### config.mk
export PLATFORM = sky130hd
export DESIGN_NAME = ifu_lsu_rd_arbiter
export DESIGN_NICKNAME = d
export VERILOG_FILES = /design/src/rtl/ifu_lsu_rd_arbiter.sv
export SDC_FILE = /design/constraint.sdc
export NUM_CORES = 1
export LEC_CHECK = 0
export BUFFER_PORTS_ARGS = -buffer_cell sky130_fd_sc_hd__buf_2
export CAP_MARGIN = 20
export CORE_AREA = 2 2 83 85
export CTS_BUF_LIST = sky130_fd_sc_hd__clkbuf_8
export CTS_CLUSTER_DIAMETER = 60
export DETAILED_ROUTE_END_ITERATION = 10
export DIE_AREA = 0 0 85 87
export PLACE_DENSITY_LB_ADDON = 0.3
export SYNTH_ARGS = -nofsm -noshare
export SYNTH_HDL_FRONTEND = slang
export SYNTH_SLANG_ARGS = --single-unit
### constraint.sdc
create_clock -name clk -period 1.65 [get_ports clk]
set_clock_uncertainty 0.15 [all_clocks]
set_input_delay 0.2475 -clock clk [delete_from_list [all_inputs] [get_ports clk]]
set_output_delay 0.2475 -clock clk [all_outputs]
set_load 0.05 [all_outputs]
### src/rtl/ifu_lsu_rd_arbiter.sv
// -----------------------------------------------------------------------------
// ifu_lsu_rd_arbiter
//
// Two-master to one-slave AXI-Lite read-channel arbiter. The instruction fetch
// unit (IFU, master 0) and the load/store unit (LSU, master 1) share a single
// memory read port. Only one read is outstanding at a time: the grant is
// taken in S_IDLE, held through the AR handshake (S_AR) and the R handshake
// (S_R), then released with one idle turnaround cycle.
//
// Arbitration: fixed priority, LSU wins over IFU. When the macro ARB_RR_EN is
// defined, contention is resolved round-robin against a registered
// last_owner (reset to IFU); a single requester always wins.
//
// Ports:
//   clk, reset                 clock, synchronous active-high reset
//   ifu_ar*/ifu_r*             IFU read address / read data channels
//   lsu_ar*/lsu_r*             LSU read address / read data channels
//   m_ar*/m_r*                 shared slave read address / read data channels
//   grant[1:0]                 one-hot owner: bit0 IFU, bit1 LSU, 00 idle
// -----------------------------------------------------------------------------
module ifu_lsu_rd_arbiter #(
  parameter int AW = 32,
  parameter int DW = 32
) (
  input  logic          clk,
  input  logic          reset,
  // IFU (master 0)
  input  logic [AW-1:0] ifu_araddr,
  input  logic          ifu_arvalid,
  output logic          ifu_arready,
  output logic          ifu_rvalid,
  input  logic          ifu_rready,
  output logic [DW-1:0] ifu_rdata,
  output logic [1:0]    ifu_rresp,
  // LSU (master 1)
  input  logic [AW-1:0] lsu_araddr,
  input  logic          lsu_arvalid,
  output logic          lsu_arready,
  output logic          lsu_rvalid,
  input  logic          lsu_rready,
  output logic [DW-1:0] lsu_rdata,
  output logic [1:0]    lsu_rresp,
  // Shared slave port
  output logic [AW-1:0] m_araddr,
  output logic          m_arvalid,
  input  logic          m_arready,
  input  logic          m_rvalid,
  output logic          m_rready,
  input  logic [DW-1:0] m_rdata,
  input  logic [1:0]    m_rresp,
  // Current owner
  output logic [1:0]    grant
);

  typedef enum logic [1:0] {
    S_IDLE = 2'd0,
    S_AR   = 2'd1,
    S_R    = 2'd2
  } state_t;

  localparam logic [1:0] GNT_NONE = 2'b00;
  localparam logic [1:0] GNT_IFU  = 2'b01;
  localparam logic [1:0] GNT_LSU  = 2'b10;

  state_t     state_q, state_d;
  logic [1:0] grant_q, grant_d;
  logic       sel_lsu;
  logic       own_arvalid;
  logic       own_rready;

`ifdef ARB_RR_EN
  // 0 = IFU, 1 = LSU; the master that most recently completed a read.
  logic last_owner_q, last_owner_d;
`endif

  // grant is one-hot, so bit1 alone selects the LSU path.
  assign sel_lsu     = grant_q[1];
  assign own_arvalid = sel_lsu ? lsu_arvalid : ifu_arvalid;
  assign own_rready  = sel_lsu ? lsu_rready  : ifu_rready;
  assign grant       = grant_q;

  // NOTE: sequential state uses non-blocking assignments so every register
  // samples the pre-edge values regardless of process evaluation order.
  always_ff @(posedge clk) begin
    if (reset) begin
      state_q <= S_IDLE;
      grant_q <= GNT_NONE;
    end else begin
      state_q <= state_d;
      grant_q <= grant_d;
    end
  end

`ifdef ARB_RR_EN
  always_ff @(posedge clk) begin
    if (reset) last_owner_q <= 1'b0;
    else       last_owner_q <= last_owner_d;
  end
`endif

  // Next-state and output decode.
  always_comb begin
    // NOTE: every output gets a default before the case statement so no path
    // leaves a variable unassigned, which would otherwise infer a latch.
    state_d     = state_q;
    grant_d     = grant_q;
`ifdef ARB_RR_EN
    last_owner_d = last_owner_q;
`endif
    m_araddr    = '0;
    m_arvalid   = 1'b0;
    m_rready    = 1'b0;
    ifu_arready = 1'b0;
    lsu_arready = 1'b0;
    ifu_rvalid  = 1'b0;
    lsu_rvalid  = 1'b0;
    ifu_rdata   = '0;
    lsu_rdata   = '0;
    ifu_rresp   = 2'b00;
    lsu_rresp   = 2'b00;

    unique case (state_q)
      S_IDLE: begin
        // Request seen here is presented to the slave in the next cycle.
        if (ifu_arvalid && lsu_arvalid) begin
`ifdef ARB_RR_EN
          grant_d = last_owner_q ? GNT_IFU : GNT_LSU;
`else
          grant_d = GNT_LSU;
`endif
          state_d = S_AR;
        end else if (lsu_arvalid) begin
          grant_d = GNT_LSU;
          state_d = S_AR;
        end else if (ifu_arvalid) begin
          grant_d = GNT_IFU;
          state_d = S_AR;
        end
      end

      S_AR: begin
        // Grant is held even if the owner illegally drops arvalid.
        m_araddr    = sel_lsu ? lsu_araddr : ifu_araddr;
        m_arvalid   = own_arvalid;
        ifu_arready = !sel_lsu && m_arready;
        lsu_arready =  sel_lsu && m_arready;
        if (own_arvalid && m_arready) state_d = S_R;
      end

      S_R: begin
        // Only the owner sees the response; m_rvalid in other states is a
        // stray beat and never reaches either master.
        m_rready = own_rready;
        if (sel_lsu) begin
          lsu_rvalid = m_rvalid;
          lsu_rdata  = m_rdata;
          lsu_rresp  = m_rresp;
        end else begin
          ifu_rvalid = m_rvalid;
          ifu_rdata  = m_rdata;
          ifu_rresp  = m_rresp;
        end
        if (m_rvalid && own_rready) begin
          state_d = S_IDLE;
          grant_d = GNT_NONE;
`ifdef ARB_RR_EN
          last_owner_d = sel_lsu;
`endif
        end
      end

      default: begin
        state_d = S_IDLE;
        grant_d = GNT_NONE;
      end
    endcase
  end

endmodule

Word-level counts from Yosys, hierarchy flattened:

Index checks and enable logic that the tools add are counted.

* register bits after elaboration: 4
* input port bits: 106

* reductions and logical operators: 9
* equality and inequality tests: 5
* bitwise operators: 1
* mux-type cells: 29

Operators with widths (number)
* $mux 32: 6
* $mux 2: 11
* $pmux 2 s3: 2
* $mux 1: 10
* $reduce_and 3->1: 2
* $logic_and 1x1->1: 5
* $ne 2x2->1 const B: 2
* $ne 4x4->1 const B: 1
* $eq 2x1->1 const B: 1
* $eq 2x2->1 const B: 1
* $logic_not 2->1: 1
* $logic_not 1->1: 1
* $not 1->1: 1

Logic depth before layout (Yosys ltp):

Gate-level depths: netlist of run 1.

* depth after elaboration: 4
* mapped depth: 5

Worst setup path before layout of run 1:

Ideal clock, no wire load.

* path type: reg-to-output
* start point: reg grant_q[1], in the netlist grant[1]
* end point: out m_araddr[23]
* cell stages (with the launch flop): 5
* path buffers: 2
* arrival: 1.838 ns
* data required time: 1.252 ns
* path slack: -0.586 ns
* path through: dfxtp_1 buf_6 buf_4 mux2i_1 nor2_1

* word-level cells in the longest chain between the ends: 2

RTL lines
* from (decl): RTL line 66 `logic [1:0] grant_q, grant_d;`
* from (signal assigned): RTL line 90 `grant_q <= grant_d;`
* $mux 32: RTL line 143 `m_araddr = sel_lsu ? lsu_araddr : ifu_araddr;`
* $mux 32: RTL line 122 `unique case (state_q)`
* to (decl): RTL line 44 `output logic [AW-1:0] m_araddr,`

No other way between the ends.

Worst setup path after layout of run 1:

* start point: reg grant_q[1], in the netlist grant[1]
* end point: out m_araddr[29]

Same word-level chain as after synthesis.

==> flow_metrics.env, run 1 <==
export IMPL_yosys_warnings=0
export IMPL_initial_core_util=0.194
export IMPL_fin_crit_sh=1.10
export IMPL_diodes=0
export IMPL_synthAdderAreaFrac=0
export IMPL_leakagePower_nw=1.86
export IMPL_post_route_drc_count=0
export IMPL_final_setup_worst_slack_ns=-0.172
export IMPL_min_period_ns=1.82
export IMPL_firstDrtPassIters=4
export IMPL_hold_viol_final=0
export IMPL_clock_path_buffers=2
export IMPL_vias_per_cell=4.38
export IMPL_routedWlPerCell_um=14.3
export IMPL_yosysSeqAreaShare=0.0629
export IMPL_gp_congestion=0.780
export IMPL_arrival_ns=1.42
export IMPL_setup_tns_ns=-11.79
export IMPL_io_pins=214
export IMPL_tritoncts="done"
export IMPL_syn_nets=291
export IMPL_timing_fmax_ghz=0.549
export IMPL_synthSimpleGateAreaFrac=0.545
export IMPL_postRouteAntennaNets=0
export IMPL_grt_pass1_wl_um=9820
export IMPL_p_per_area_mw_per_mm2=404
export IMPL_synth_top_cell_area_share=0.349
export IMPL_peakVddDrop_uv=382
export IMPL_synth_distinct_cells=28
export IMPL_yosys_area_top_type="and2_1"
export IMPL_cts_htree_levels=1
export IMPL_synth_area_per_cell_um2=6.88
export IMPL_synth_xor_area_share=0
export IMPL_rsz0062_at_grt="true"
export IMPL_synth_mux_area_frac=0.271
export IMPL_setup_viol=104
export IMPL_cp_start_kind="flip-flop"
export IMPL_gr_total_overflow=0
export IMPL_critical_path_class="reg -> out"
export IMPL_hp_class="in -> reg"
export IMPL_final_util=0.587
export IMPL_syn_to_final_growth_pct=203
export IMPL_pre_cts_ws_ns=0.0383
export IMPL_layout_cells_non_filler=489
export IMPL_netlist_area_mm2=0.00127
export IMPL_worst_pin_slew_ns=0.265
export IMPL_drv_cap=0
export IMPL_slew_violations=0
export IMPL_core_area_mm2=0.00657
export IMPL_synth_area_top_cells="and2_1 (35%), mux2i_1 (26%), nor2_1 (11%)"
export IMPL_wirelength_um=6980
export IMPL_port_buffers=213
export IMPL_dp_hpwl_um=4760
export IMPL_synth_top_family_by_area="simple AND/OR/NAND/NOR gates"
export IMPL_grt_util_all_layers=0.160
export IMPL_cp_data_required_time_ns=1.25
export IMPL_synth_flop_cell="dfxtp_1"
export IMPL_rows=30
export IMPL_antenna_found_initial=0
export IMPL_total_power_w=0.00156
export IMPL_die_area_mm2=0.00740
export IMPL_endpoint_kind="output port"
export IMPL_num_vias=2144
export IMPL_drive_above_1_share=0.929
export IMPL_clk_pin_slew_worst_paths_ns=0.04
export IMPL_chipHeight_um=87
export IMPL_clkSinkCount=4
export IMPL_insertion_delay_ns=0.22
export IMPL_synth_cells=185
export IMPL_die_x_um=85
export IMPL_crit_fanout=11
export IMPL_synth_enable_flop_cells=0
export IMPL_relSlewSlack=0.823
export IMPL_cts_root_buf="clkbuf_8"
export IMPL_grt_pass1_vias=2047
export IMPL_drtIter0Drc=28
export IMPL_violations="setup timing"
export IMPL_status="complete, but fails checks"
export IMPL_synth_seq_cells=4
export IMPL_final_nets=516
export IMPL_numCtsBuffers=3
export IMPL_synth_compound_area_frac=0.0413
export IMPL_dp_cells=479
export IMPL_async_flop_share=0
export IMPL_grt_start_max_net_pins=36
-- flip-flops by register name (all words and copies together), names as in the netlist --
name,flops
state_q,2
grant,2
-- cells in the mapped netlist (2+ instances only) --
library cell / count
and2_1: 71
nor2_1: 37
mux2i_1: 33
clkbuf_2: 6
buf_6: 4
dfxtp_1: 4
nand2_1: 4
buf_2: 3
and3_1: 2
nand3_1: 2
nor2_4: 2
-- worst max-delay path: stages, from the launching register on --
cell       delay, ns
dfxtp_4         0.43
clkbuf_16       0.22
mux2i_2         0.28
nor2_4          0.04
buf_2           0.21
-- cell type report --
cell class / instances / area (µm²)
fill: 536 / 2710
timing repair buffer: 234 / 1980
sequential: 4 / 88.8
multi-input combinational: 166 / 1630
tap: 80 / 100
clock buffer: 3 / 41.3
clock inverter: 1 / 3.75
inverter: 1 / 3.75
-- logic make-up (layout without fill, tap and decap cells) --
group | Yosys count | in the layout
mux | 34 | 34
flops | 4 | 4
compound gates | 7 | 7
buf+inv | 15 | 239
simple gates | 125 | 125
-- path summary, 6_finish.rpt --
kind | depth (start not counted) | end | start | slack (ns)
worst max-delay path | 4 | m_araddr[29] | grant[1] | -0.17
worst max register to register | 5 | grant[1] | grant[1] | 0.10
worst min-delay path | 2 | state_q[1] | reset | 0.08
worst min register to register | 2 | state_q[0] | state_q[0] | 0.40
-- per-stage QoR --
step           hold WS (ns)  instance area (µm²)
3_5_place_dp          0.321                 2850
2_1_floorplan         0.164                 1570
3_3_place_gp          0.317                 2850
5_1_grt              0.0960                 3850
4_1_cts              0.0833                 3570
6_report             0.0830                 3850
-- routing by layer --
metal  vias to the layer above  GRT usage  part of all wire
met3                         2     0.0474             0.097
li1                       1046          -                 -
met4                         0    0.00866            0.0033
met1                       965      0.185              0.36
met5                         -          0                 0
met2                       131      0.305              0.54
-- layout by cell type, fill, tap and decap left out, drive strengths merged --
cell type / instances
buf: 233
and2: 71
nor2: 40
mux2i: 33
nand2: 4
clkbuf: 4
dfxtp: 4
nand2b: 2
nand3: 2
inv: 2
and3: 2
o21ai: 2
nor2b: 1
mux2: 1
o31a: 1
nor3: 1
nor4: 1
a31o: 1
o31ai: 1
a31oi: 1
and2b: 1
o21a: 1
-- power breakdown --
group	leakage [nW]	internal (W)	switching, W
clock network	0.0269	0.000159	0.0000596
registers	0.0346	0.000106	0.0000146
logic	1.80	0.000498	0.000719
-- repair_timing --
| item | CTS | global route |
|---|---|---|
| cloned | 2 | 1 |
| setup buffers | 6 | 0 |
| gates resized for setup | 180 | 97 |
| hold buffers | 0 | 0 |
| setup endpoints to repair | 106 | 109 |
| pin swaps | 0 | 5 |
(Power assumes the default switching activity.)
==> run 2, diff against run 1 <==
Settings changed: CELL_PAD_IN_SITES_DETAIL_PLACEMENT from default to 0, CELL_PAD_IN_SITES_GLOBAL_PLACEMENT from default to 2, CORE_AREA 2 2 83 85 to default, CORE_UTILIZATION from default to 11, DIE_AREA 0 0 85 87 to default.
==> flow_metrics.env, run 2 (synthesized netlist as in run 1, its figures left out) <==
export IMPL_fin_crit_sh=1.09
export IMPL_cts_root_buf="clkbuf_8"
export IMPL_crit_chain="buf_16, mux2i_1, nor2_4, buf_2"
export IMPL_port_buffers=213
export IMPL_grt_start_max_net_pins=36
export IMPL_switching_share=0.501
export IMPL_clock_power_share=0.134
export IMPL_gp_congestion=0.705
export IMPL_postCtsHoldBufs=0
export IMPL_timing_fmax_ghz=0.554
export IMPL_cp_data_required_time_ns=1.25
export IMPL_critPathLaunch="grant[1]"
export IMPL_clk_pin_slew_worst_paths_ns=0.04
export IMPL_leakagePower_nw=1.82
export IMPL_die_x_um=110
export IMPL_seq_power_share=0.076
export IMPL_seqCellArea_um2=86.3
export IMPL_endpoint_kind="output port"
export IMPL_insertion_delay_ns=0.22
export IMPL_post_route_drc_count=0
export IMPL_status="complete, but fails checks"
export IMPL_antenna_found_initial=0
export IMPL_slew_violations=0
export IMPL_critical_path_class="reg -> out"
export IMPL_grt_pass1_wl_um=8830
export IMPL_cp_start_kind="flip-flop"
export IMPL_diodes=0
export IMPL_p_switching_w=0.000794
export IMPL_crit_family="flip-flops"
export IMPL_clock_path_buffers=2
export IMPL_die_area_mm2=0.0120
export IMPL_worst_pin_slew_ns=0.254
export IMPL_grt_pass1_vias=2033
export IMPL_arrival_ns=1.41
export IMPL_rows=38
export IMPL_min_from="reset"
export IMPL_crit_fanout=15
export IMPL_final_cell_mix="buf_2 (130), buf_6 (64), and2_2 (60)"
export IMPL_routedWlPerCell_um=12.1
export IMPL_grt_util_all_layers=0.0925
export IMPL_multi_input_area_mm2=0.00161
export IMPL_combPwrFrac=0.789
export IMPL_wirelength_um=6640
export IMPL_cpMaxStageDelayCell="dfxtp_4"
export IMPL_final_common_cell="buf_2"
export IMPL_rsz0062_at_grt="true"
export IMPL_drive_above_1_share=0.905
export IMPL_num_vias=2146
export IMPL_setup_viol=105
export IMPL_path_buf_inv=2
export IMPL_postLayoutCellArea_mm2=0.00385
export IMPL_peakVddDrop_uv=239
export IMPL_gr_total_overflow=0
export IMPL_drtIter0Drc=48
export IMPL_violations="setup timing"
export IMPL_drv_cap=0
export IMPL_chipHeight_um=110
export IMPL_relSlewSlack=0.826
export IMPL_postRouteAntennaNets=0
export IMPL_hold_viol_final=0
export IMPL_clkSinkCount=4
export IMPL_holdWs_ns=0.0976
export IMPL_place_area_mm2=0.00296
export IMPL_core_area_mm2=0.0111
export IMPL_firstDrtPassIters=4
export IMPL_syn_to_final_growth_pct=203
export IMPL_final_setup_worst_slack_ns=-0.155
export IMPL_cts_htree_levels=1
export IMPL_hp_class="in -> reg"
export IMPL_final_nets=516
export IMPL_critPathMaxStageDelay_ns=0.42
export IMPL_io_pins=214
export IMPL_internal_power_w=0.000792
export IMPL_p_per_area_mw_per_mm2=411
export IMPL_numCtsBuffers=3
export IMPL_timing_rr_start="grant[1]"
export IMPL_dp_hpwl_um=4980
export IMPL_initial_core_util=0.115
export IMPL_min_period_ns=1.81
export IMPL_fill_cells=1101
export IMPL_tritoncts="done"
export IMPL_vias_per_cell=3.91
==> run 2: cell counts in the layout (fill, tap and decap cells not counted) <==
No cell type changed its count.
==> run 2: layout make-up <==
type | count | area share
timing repair buffer | 234 | 0.501
multi-input combinational | 166 | 0.418
tap | 140 | 0.0454
sequential | 4 | 0.0224
clock buffer | 3 | 0.0107
clock inverter | 1 | 0.000974
inverter | 1 | 0.000974
==> run 2: path summary, 6_finish.rpt <==
check        cells past startpoint           end  slack (ns)
min reg2reg                      2      grant[1]        0.47
min                              2    state_q[1]         0.1
max                              4  m_araddr[25]       -0.16
max reg2reg                      7    state_q[1]       -0.01
==> run 2: worst register-to-register path, stage by stage, from the launching register on <==
cell     delay (ns)
dfxtp_4        0.42
buf_6          0.13
buf_6          0.11
mux2i_4        0.24
buf_6          0.13
and2b_1        0.17
o21a_1         0.17
nor2_2         0.06
==> run 2: power groups by stage <==
stage          clock (W)  combinational [W]  sequential, W
6_report        0.000213            0.00125       0.000121
2_1_floorplan          0           0.000704       0.000127
5_1_grt         0.000231            0.00132       0.000124
3_3_place_gp           0            0.00105       0.000119
4_1_cts         0.000223            0.00112       0.000119
3_5_place_dp           0            0.00105       0.000119
==> run 2: metal layers <==
| metal | track usage | up-vias | share of wire |
|---|---|---|---|
| met1 | 0.0871 | 939 | 0.35 |
| met2 | 0.205 | 157 | 0.54 |
| met3 | 0.0160 | 2 | 0.10 |
| li1 | - | 1048 | - |
| met4 | 0.0114 | 0 | 0.0021 |
| met5 | 0 | - | 0 |
==> run 2: repair_timing <==
| action | in CTS | in global routing |
|---|---|---|
| buffers inserted | 1 | 2 |
| pin swaps | 0 | 3 |
| cloned | 0 | 1 |
| endpoints found under the hold margin | 0 | 0 |
| endpoints found under the setup margin | 108 | 108 |
| gates resized for setup | 160 | 69 |
==> run 2: metrics by stage <==
stage           util  power (W)  worst slack [ns]  TNS (ns)  instances
2_1_floorplan      -   0.000831           -0.0913    -0.183        185
3_3_place_gp   0.267    0.00117           -0.0118   -0.0137        541
3_5_place_dp   0.267    0.00117           -0.0302   -0.0595        541
4_1_cts        0.317    0.00146            -0.192    -11.49        546
5_1_grt        0.348    0.00167            -0.222    -20.18        549
6_report       0.348    0.00159            -0.155    -11.69        549
